File: config.mk
export PLATFORM = sky130hd
export DESIGN_NAME = regfile_write_arbiter
export DESIGN_NICKNAME = d
export VERILOG_FILES = /design/src/rtl/rf_arb_pkg.sv /design/src/rtl/rf_arb_fifo.sv /design/src/rtl/regfile_write_arbiter.sv
export SDC_FILE = /design/constraint.sdc
export NUM_CORES = 1
export LEC_CHECK = 0
export BUFFER_PORTS_ARGS = -buffer_cell sky130_fd_sc_hd__buf_2
export CAP_MARGIN = 20
export CORE_ASPECT_RATIO = 1.25
export CORE_MARGIN = 5
export CORE_UTILIZATION = 45
export CTS_BUF_LIST = sky130_fd_sc_hd__clkbuf_8
export DETAILED_ROUTE_END_ITERATION = 12
export PLACE_DENSITY = 0.7
export SYNTH_ARGS = -nofsm -noshare
export SYNTH_HDL_FRONTEND = slang
export SYNTH_HIERARCHICAL = 1
export SYNTH_SLANG_ARGS = --single-unit
File: constraint.sdc
create_clock -name clock -period 6.19 [get_ports clock]
set_input_delay 0.3095 -clock clock [delete_from_list [all_inputs] [get_ports clock]]
set_output_delay 0.3095 -clock clock [all_outputs]
set_load 0.01 [all_outputs]
File: src/rtl/rf_arb_pkg.sv
// Shared widths and the holding-buffer entry type for the register-file
// write arbiter.
package rf_arb_pkg;

  localparam int REG_W  = 5;
  localparam int DATA_W = 32;
  localparam logic [REG_W-1:0] REG_ZERO = '0;

  typedef struct packed {
    logic              valid;
    logic [REG_W-1:0]  rd;
    logic [DATA_W-1:0] data;
  } bufEntry_t;

  // A request only counts when it targets a real register; r0 writes vanish.
  function automatic logic isLive(input logic we, input logic [REG_W-1:0] rd);
    return we && (rd != REG_ZERO);
  endfunction

endpackage

File: src/rtl/rf_arb_fifo.sv
// In-order holding buffer for mult/div results that lost the write port.
// Entries stay packed toward slot 0, so slot 0 is always the head.
module rf_arb_fifo
  import rf_arb_pkg::*;
#(
  parameter int DEPTH = 2,
  localparam int CNT_W = $clog2(DEPTH + 1)
) (
  input  logic              clock,
  input  logic              reset,
  input  logic              pop,
  input  logic              push,
  input  logic [REG_W-1:0]  pushRd,
  input  logic [DATA_W-1:0] pushData,
  input  logic              squashEn,
  input  logic [REG_W-1:0]  squashRd,
  output logic [REG_W-1:0]  headRd,
  output logic [DATA_W-1:0] headData,
  output logic [CNT_W-1:0]  count,
  output logic [31:0]       pendMask
);

  localparam int IDX_W = (DEPTH > 1) ? $clog2(DEPTH) : 1;
  localparam logic [CNT_W-1:0] DEPTH_C = CNT_W'(DEPTH);

  bufEntry_t        entries     [DEPTH];
  bufEntry_t        nextEntries [DEPTH];
  logic [CNT_W-1:0] nextCount;

  // Popped and squashed entries drop out, survivors close ranks in arrival
  // order, and the new push lands right behind them.
  always_comb begin
    nextCount = '0;
    for (int i = 0; i < DEPTH; i++) nextEntries[i] = '0;
    for (int i = 0; i < DEPTH; i++) begin
      if (entries[i].valid && !(pop && i == 0) &&
          !(squashEn && entries[i].rd == squashRd)) begin
        nextEntries[nextCount[IDX_W-1:0]] = entries[i];
        nextCount = nextCount + 1'b1;
      end
    end
    if (push && nextCount < DEPTH_C) begin
      nextEntries[nextCount[IDX_W-1:0]] = {1'b1, pushRd, pushData};
      nextCount = nextCount + 1'b1;
    end
  end

  always_ff @(posedge clock or posedge reset) begin
    if (reset) begin
      entries <= '{default: '0};
      count   <= '0;
    end else begin
      entries <= nextEntries;
      count   <= nextCount;
    end
  end

  always_comb begin
    pendMask = '0;
    for (int i = 0; i < DEPTH; i++) begin
      if (entries[i].valid) pendMask[entries[i].rd] = 1'b1;
    end
    pendMask[0] = 1'b0;
  end

  assign headRd   = entries[0].rd;
  assign headData = entries[0].data;

endmodule

File: src/rtl/regfile_write_arbiter.sv
// Single register-file write port shared by MW writeback and mult/div results.
// Optional same-cycle mult/div bypass: define RF_ARB_MD_BYPASS_EN.
module regfile_write_arbiter
  import rf_arb_pkg::*;
#(
  parameter int DEPTH = 2,
  localparam int CNT_W = $clog2(DEPTH + 1)
) (
  input  logic              clock,
  input  logic              reset,
  input  logic              mw_we,
  input  logic [REG_W-1:0]  mw_rd,
  input  logic [DATA_W-1:0] mw_data,
  input  logic              md_valid,
  input  logic [REG_W-1:0]  md_rd,
  input  logic [DATA_W-1:0] md_data,
  output logic              rf_we,
  output logic [REG_W-1:0]  rf_wd,
  output logic [DATA_W-1:0] rf_data,
  output logic              pipe_stall,
  output logic [31:0]       pend_mask,
  output logic [CNT_W-1:0]  buf_count
);

  localparam logic [CNT_W-1:0] FULL = CNT_W'(DEPTH);

  logic              mwLive, mdLive, bufEmpty, bufFull;
  logic              pop, push, mwCommit, bypass;
  logic [REG_W-1:0]  headRd;
  logic [DATA_W-1:0] headData;

  assign mwLive   = isLive(mw_we, mw_rd);
  assign mdLive   = isLive(md_valid, md_rd);
  assign bufEmpty = (buf_count == '0);
  assign bufFull  = (buf_count == FULL);

  // Handshake: md_valid is a fire-and-forget pulse that is always accepted
  // (written, bypassed or buffered); MW has no valid/ready pair of its own,
  // pipe_stall=1 means "not taken, present the same request next cycle".
  always_comb begin
    rf_we      = 1'b0;
    rf_wd      = '0;
    rf_data    = '0;
    pipe_stall = 1'b0;
    pop        = 1'b0;
    mwCommit   = 1'b0;
    bypass     = 1'b0;
    if (!bufEmpty && (bufFull || !mwLive)) begin
      rf_we      = 1'b1;
      rf_wd      = headRd;
      rf_data    = headData;
      pop        = 1'b1;
      pipe_stall = mwLive;
    end else if (mwLive) begin
      rf_we    = 1'b1;
      rf_wd    = mw_rd;
      rf_data  = mw_data;
      mwCommit = 1'b1;
    end
`ifdef RF_ARB_MD_BYPASS_EN
    else if (mdLive && bufEmpty) begin
      rf_we   = 1'b1;
      rf_wd   = md_rd;
      rf_data = md_data;
      bypass  = 1'b1;
    end
`endif
    push = mdLive && !bypass;
  end

  // An MW commit to r makes any older buffered result for r stale.
  rf_arb_fifo #(.DEPTH(DEPTH)) u_fifo (
    .clock    (clock),
    .reset    (reset),
    .pop      (pop),
    .push     (push),
    .pushRd   (md_rd),
    .pushData (md_data),
    .squashEn (mwCommit),
    .squashRd (mw_rd),
    .headRd   (headRd),
    .headData (headData),
    .count    (buf_count),
    .pendMask (pend_mask)
  );

endmodule

==> impl_metrics.yaml, run 1 <==
pwr:
  p_leak_nw: 2.511
  cellPowerDensity_nw_per_um2: 493.6
  ir_drop_mv: 0.2645
timing:
  timing.fmax_ghz: 0.2461
  hold_viol: 0
  fin_tns_setup_ns: 0
  timing.final.ws_setup_ns: 2.126
  relSlewSlack: 0.2834
  rsz0062_at_grt: "no"
  tightest_slew_ns: 1.070
  whs_ns: 0.1909
  period_share: 0.6565
  setup_violations: 0
  clock_skew_ns: 0.007585
  slew_violations: 0
  fin_crit_ns: 4.064
synthesis:
  ys_ff_latch: 78
  yosysSeqAreaShare: 0.4143
  synth_cell_type_count: 40
  synth_edf_count: 0
  syn_area_per_cell_um2: 8.308
  mappedNetlistArea_um2: 4711
  synthFlopType: "dfrtp_1"
  yosysMostFrequentCell: "nand2_1"
  yosys.area.top_type_share: 0.4143
  async_flop_share: 1.000
  synthTopCellsByArea: "dfrtp_1 41%, nand2_1 9.5%, a22o_1 6.9%"
  syn_nets: 647
  synth_commonest_cells: "119 x nand2_1, 78 x dfrtp_1, 44 x nor2_1"
  synth.yosys.warnings: 6
  yosysTopAreaCell: "dfrtp_1"
  synthCells: 567
place:
  gp_congestion: 0.8484
  placed_cells: 765
  place_ws_ns: 2.081
  numPortBuffers: 149
  hpwl_mm: 8.712
clock_tree:
  cts.sink_count: 78
  cts_setup_buffers: 0
  cts_resized: 0
  postCtsHoldBufs: 0
  htree_levels: 3
  root_buffer: "clkbuf_8"
  clk_pin_slew_ns: 0.08
  clk_latency_ns: 0.34
  cts-buffers-inserted: 9
  clockBufferDepth: 2
  cts_tree: "built"
route:
  drc: 0
  ant_nets: 0
  dr_total_vias: 4432
  drtPass1Iterations: 5
  initialDrtViolationCount: 316
  vias_per_cell: 5.689
  wl_per_cell_um: 16.59
  totalWireLength_mm: 12.93
die:
  io-pin-count: 151
  die_area_um2: 12630
  dieHeight_um: 124.4
  design.core.area_um2: 10160
  initial_utilization: 0.4638
  rows: 41
  die_width_um: 101.5
cells_and_area:
  fill_cells: 978
  register_area_um2: 1952
  drive_above_1_share: 0.2831
  area_delta_synth_final_pct: 12.75
  multi_input_area_um2: 2197
  instances_no_fill: 779
  nNetsFinal: 727
  insertedDiodeCount: 0
critical_path:
  cp-end-kind: "flip-flop"
  cp_data_required_time_ns: 6.44
  crit_path_max_fanout: 41
  cp-start-kind: "flip-flop"
  worstSetupPathType: "flip-flop to flip-flop"
  cp.arrival_ns: 4.31
  path_cells: "nor2b_1, a311o_2, nor2b_1, o21a_2, ha_1, nor3b_2, buf_4, nand2_1, o21ai_0"
  max_stage_delay_ns: 0.87
  crit_top_cell: "nor2b_1"
  cp_slowest_cell: "nor3b_2"
global_routing:
  grt_max_degree: 79
  grt-ovfl-total: 0
  antenna_found_initial: 1
  grt_pass1_vias: 4295
  grt_pass1_wl_mm: 20.81
  grt_usage: 0.2017
run:
  maxCapViolations: 0
min_path:
  hold_path.class: "primary input to flip-flop"
outcome:
  status: "completed"
[where the power goes]
group	switching [mW]	internal, mW
clock network	0.174	0.172
registers	0.183	0.727
logic	0.869	0.496
total	1.23	1.40
[final timing paths]
kind	slack, ns	from	depth (start not counted)	end
min in group asynchronous	0.27	reset	3	u_fifo/entries[29]
worst max-delay path	2.13	u_fifo/count[1]	9	u_fifo/entries[7]
max in group asynchronous	5.30	reset	3	u_fifo/headData[0]
worst min-delay path	0.19	md_data[11]	3	u_fifo/entries[11]
worst min register to register	0.53	u_fifo/entries[11]	2	u_fifo/entries[11]
worst max register to register	2.13	u_fifo/count[1]	9	u_fifo/entries[7]
[cells in the final DEF, fill, tap and decap left out, types with 2 or more instances in the layout]
master      n
xnor2_2     2
clkinv_2    2
buf_4       5
nand3b_1   10
nand2_1   119
or3b_2      3
o22ai_1    31
buf_2     149
inv_1       5
o21ai_1     3
nor2_1     44
clkbuf_8   12
a22o_1     37
nand3_1    41
xor2_1      2
o21ai_0    34
nor2b_1     3
and3_1      3
ha_1        2
xnor2_1     6
or3_1       4
dfrtp_1    78
a31oi_1    37
[final cells by class]
type / instances / share of cell area
multi-input combinational: 397 / 0.4137
sequential: 78 / 0.3675
timing repair buffer: 155 / 0.1512
clock buffer: 12 / 0.03110
tap: 129 / 0.03039
inverter: 6 / 0.004476
clock inverter: 2 / 0.001649
[layer usage]
layer | track usage | wire (um) | up-vias
met5 | 0 | 11 | -
met4 | 0.06964 | 153 | 2
met3 | 0.03978 | 1010 | 14
met2 | 0.3390 | 6526 | 197
met1 | 0.2547 | 5224 | 2104
li1 | - | - | 2115
[cells by family (layout without fill, tap and decap cells)]
logic type	Yosys count	after routing	share of synthesized area
buf+inv	92	175	0.1224
compound gates	150	150	0.2165
other cells	1	1	0.0007960
flops	78	78	0.4143
fa+ha+maj	2	2	0.005311
xor+xnor	10	10	0.02178
simple gates	234	234	0.2189
[state kept, by name, summed over array words and instances (netlist names)]
name,cells
u_fifo/count,2
u_fifo/headData,32
u_fifo/entries,39
u_fifo/headRd,5
[stage by stage]
| step | cell area (um2) | power (mW) | util |
|---|---|---|---|
| after floorplan | 4711 | 2.064 | - |
| after global placement | 5117 | 2.221 | 0.5038 |
| after detailed placement | 5137 | 2.275 | 0.5058 |
| after CTS | 5311 | 2.627 | 0.5229 |
| after global routing | 5311 | 2.831 | 0.5229 |
| final | 5311 | 2.622 | 0.5229 |
[critical path: cells and delay by family (launching register included)]
kind	cells	cell delay [ns]
AND/OR/NAND/NOR	4	1.34
buffers and inverters	1	0.41
AO/OA/AOI/OAI	3	1.49
flip-flops	1	0.40
adder cells (fa/ha/maj)	1	0.31
Power figures use the tool's default switching activity.
==> run 2: changes to the inputs <==
Settings changed: PLACE_DENSITY 0.7 to 0.73.
Clock period 6.19 ns to 3.4 ns, I/O delays scaled along.
==> run 2 against run 1 <==
  * Routed wire length grew 0.77%
  * First-iteration DRC count shrank 0.63%
  * Critical path depth is the same
  * Die area is the same
  * Utilization grew 0.96 points
  * Critical endpoint is now u_fifo/headData[19]
  * Sequential share of layout area shrank 0.66 points
  * Setup slack lost 1.7 ns
  * Via count is essentially flat
  * Worst hold slack lost 0.15 ns
  * Combinational power grew 88%
  * Register-to-register slack lost 1.7 ns
==> impl_metrics.yaml, run 2 (synthesis gave the netlist of run 1 again) <==
outcome:
  status: "completed"
clock_tree:
  cts-buffers-inserted: 9
  cts_resized: 0
  root_buffer: "clkbuf_8"
  cts_setup_buffers: 0
  clockBufferDepth: 2
  cts.sink_count: 78
  clk_pin_slew_ns: 0.08
  clk_latency_ns: 0.34
  htree_levels: 3
  cts_tree: "built"
route:
  wl_per_cell_um: 16.55
  drtPass1Iterations: 4
  drc: 0
  ant_nets: 0
  totalWireLength_mm: 13.02
  initialDrtViolationCount: 314
  vias_per_cell: 5.628
  dr_total_vias: 4429
critical_path:
  worstSetupPathType: "flip-flop to flip-flop"
  cp-start-kind: "flip-flop"
  cp-end-kind: "flip-flop"
  cp.arrival_ns: 3.16
  cp_data_required_time_ns: 3.62
  crit_path_max_fanout: 48
  rr_worst_depth: 9
die:
  initial_utilization: 0.4638
  die_area_um2: 12630
  dieHeight_um: 124.4
  rows: 41
  die_width_um: 101.5
  design.core.area_um2: 10160
  io-pin-count: 151
min_path:
  hold_depth: 3
  hold_path.class: "primary input to flip-flop"
place:
  place_ws_ns: 0.4793
  gp_congestion: 0.8680
  hpwl_mm: 8.794
  numPortBuffers: 149
cells_and_area:
  multi_input_area_um2: 2197
  drive_above_1_share: 0.2888
  area_delta_synth_final_pct: 14.82
  final_cell_mix: "149 x buf_2, 119 x nand2_1, 78 x dfrtp_1"
  largest_reg_flops: 39
  register_area_um2: 1952
  layout.cells.most_common: "buf_2"
  nNetsFinal: 735
  fill_cells: 1002
  insertedDiodeCount: 0
  top_register: "u_fifo/entries"
  utilization: 0.5325
run:
  maxCapViolations: 0
timing:
  whs_ns: 0.04444
  relSlewSlack: 0.5153
  fin_crit_ns: 2.940
  period_share: 0.8646
  setup_violations: 0
  fin_tns_setup_ns: 0
  tightest_slew_ns: 0.7260
  hold_viol: 0
  rsz0062_at_grt: "no"
  timing.fmax_ghz: 0.3402
  slew_violations: 0
  timing.final.ws_setup_ns: 0.4604
  clock_skew_ns: 0.004895
global_routing:
  grt_usage: 0.2061
  grt_pass1_wl_mm: 21.22
  grt_pass1_vias: 4420
  antenna_found_initial: 0
  grt-ovfl-total: 0
  grt_max_degree: 61
pwr:
  p_total_mw: 4.892
  ir_drop_mv: 0.4286
  cellPowerDensity_nw_per_um2: 904.5
  p_leak_nw: 2.566
-- run 2: changes by cell type in the layout (fill, tap and decap cells not counted), sizes merged --
cell,change
buf,+7
clkinv,-1
dlygate4sd3,+1
inv,+1
clkbuf,-1
bufinv,+1
-- run 2: repair_timing --
item                                    in CTS  in global routing
hold buffers                                 0                  1
endpoints found under the setup margin       0                  0
endpoints found under the hold margin        0                 10
-- run 2: report_power, final --
part	leakage, nW	internal, mW	total, mW	switching, mW
registers	1.02	1.32	1.63	0.307
logic	1.45	0.949	2.58	1.63
clock network	0.104	0.367	0.681	0.315
total	2.57	2.64	4.89	2.25
-- run 2: routing by layer --
layer | up-vias | global-route usage | wire length, um
met5 | - | 0 | 0
met2 | 177 | 0.3575 | 6614
met3 | 15 | 0.01961 | 831
met4 | 0 | 0.07981 | 199
met1 | 2109 | 0.2595 | 5379
li1 | 2128 | - | -
-- run 2: cell type report --
type / count / area share
timing repair buffer: 163 / 0.1638
multi-input combinational: 397 / 0.4062
clock inverter: 3 / 0.006940
inverter: 6 / 0.004395
sequential: 78 / 0.3609
clock buffer: 11 / 0.02799
tap: 129 / 0.02984
-- run 2: stage by stage --
step / instances / cell area [um2]
after floorplan: 567 / 4711
after global placement: 771 / 5182
after detailed placement: 771 / 5182
after CTS: 785 / 5371
after global routing: 787 / 5409
final: 787 / 5409
-- run 2: worst max-delay path, stage by stage, from the launching register on --
cell and delay [ns]:
dfrtp_1 0.41, nor2b_1 0.20, a211oi_4 0.27, and3_1 0.26
a31oi_4 0.10, ha_1 0.32, or3_2 0.76, buf_12 0.28
nor2_1 0.13, a31oi_1 0.06
-- run 2: path summary, 6_finish.rpt --
check,start,end,slack (ns)
worst max-delay path,u_fifo/count[1],u_fifo/headData[19],0.46
worst min-delay path,md_data[20],u_fifo/entries[20],0.04
worst max register to register,u_fifo/count[1],u_fifo/headData[19],0.46
worst min register to register,u_fifo/entries[11],u_fifo/entries[11],0.53
max in group asynchronous,reset,u_fifo/headRd[4],2.32
min in group asynchronous,reset,u_fifo/entries[20],0.28
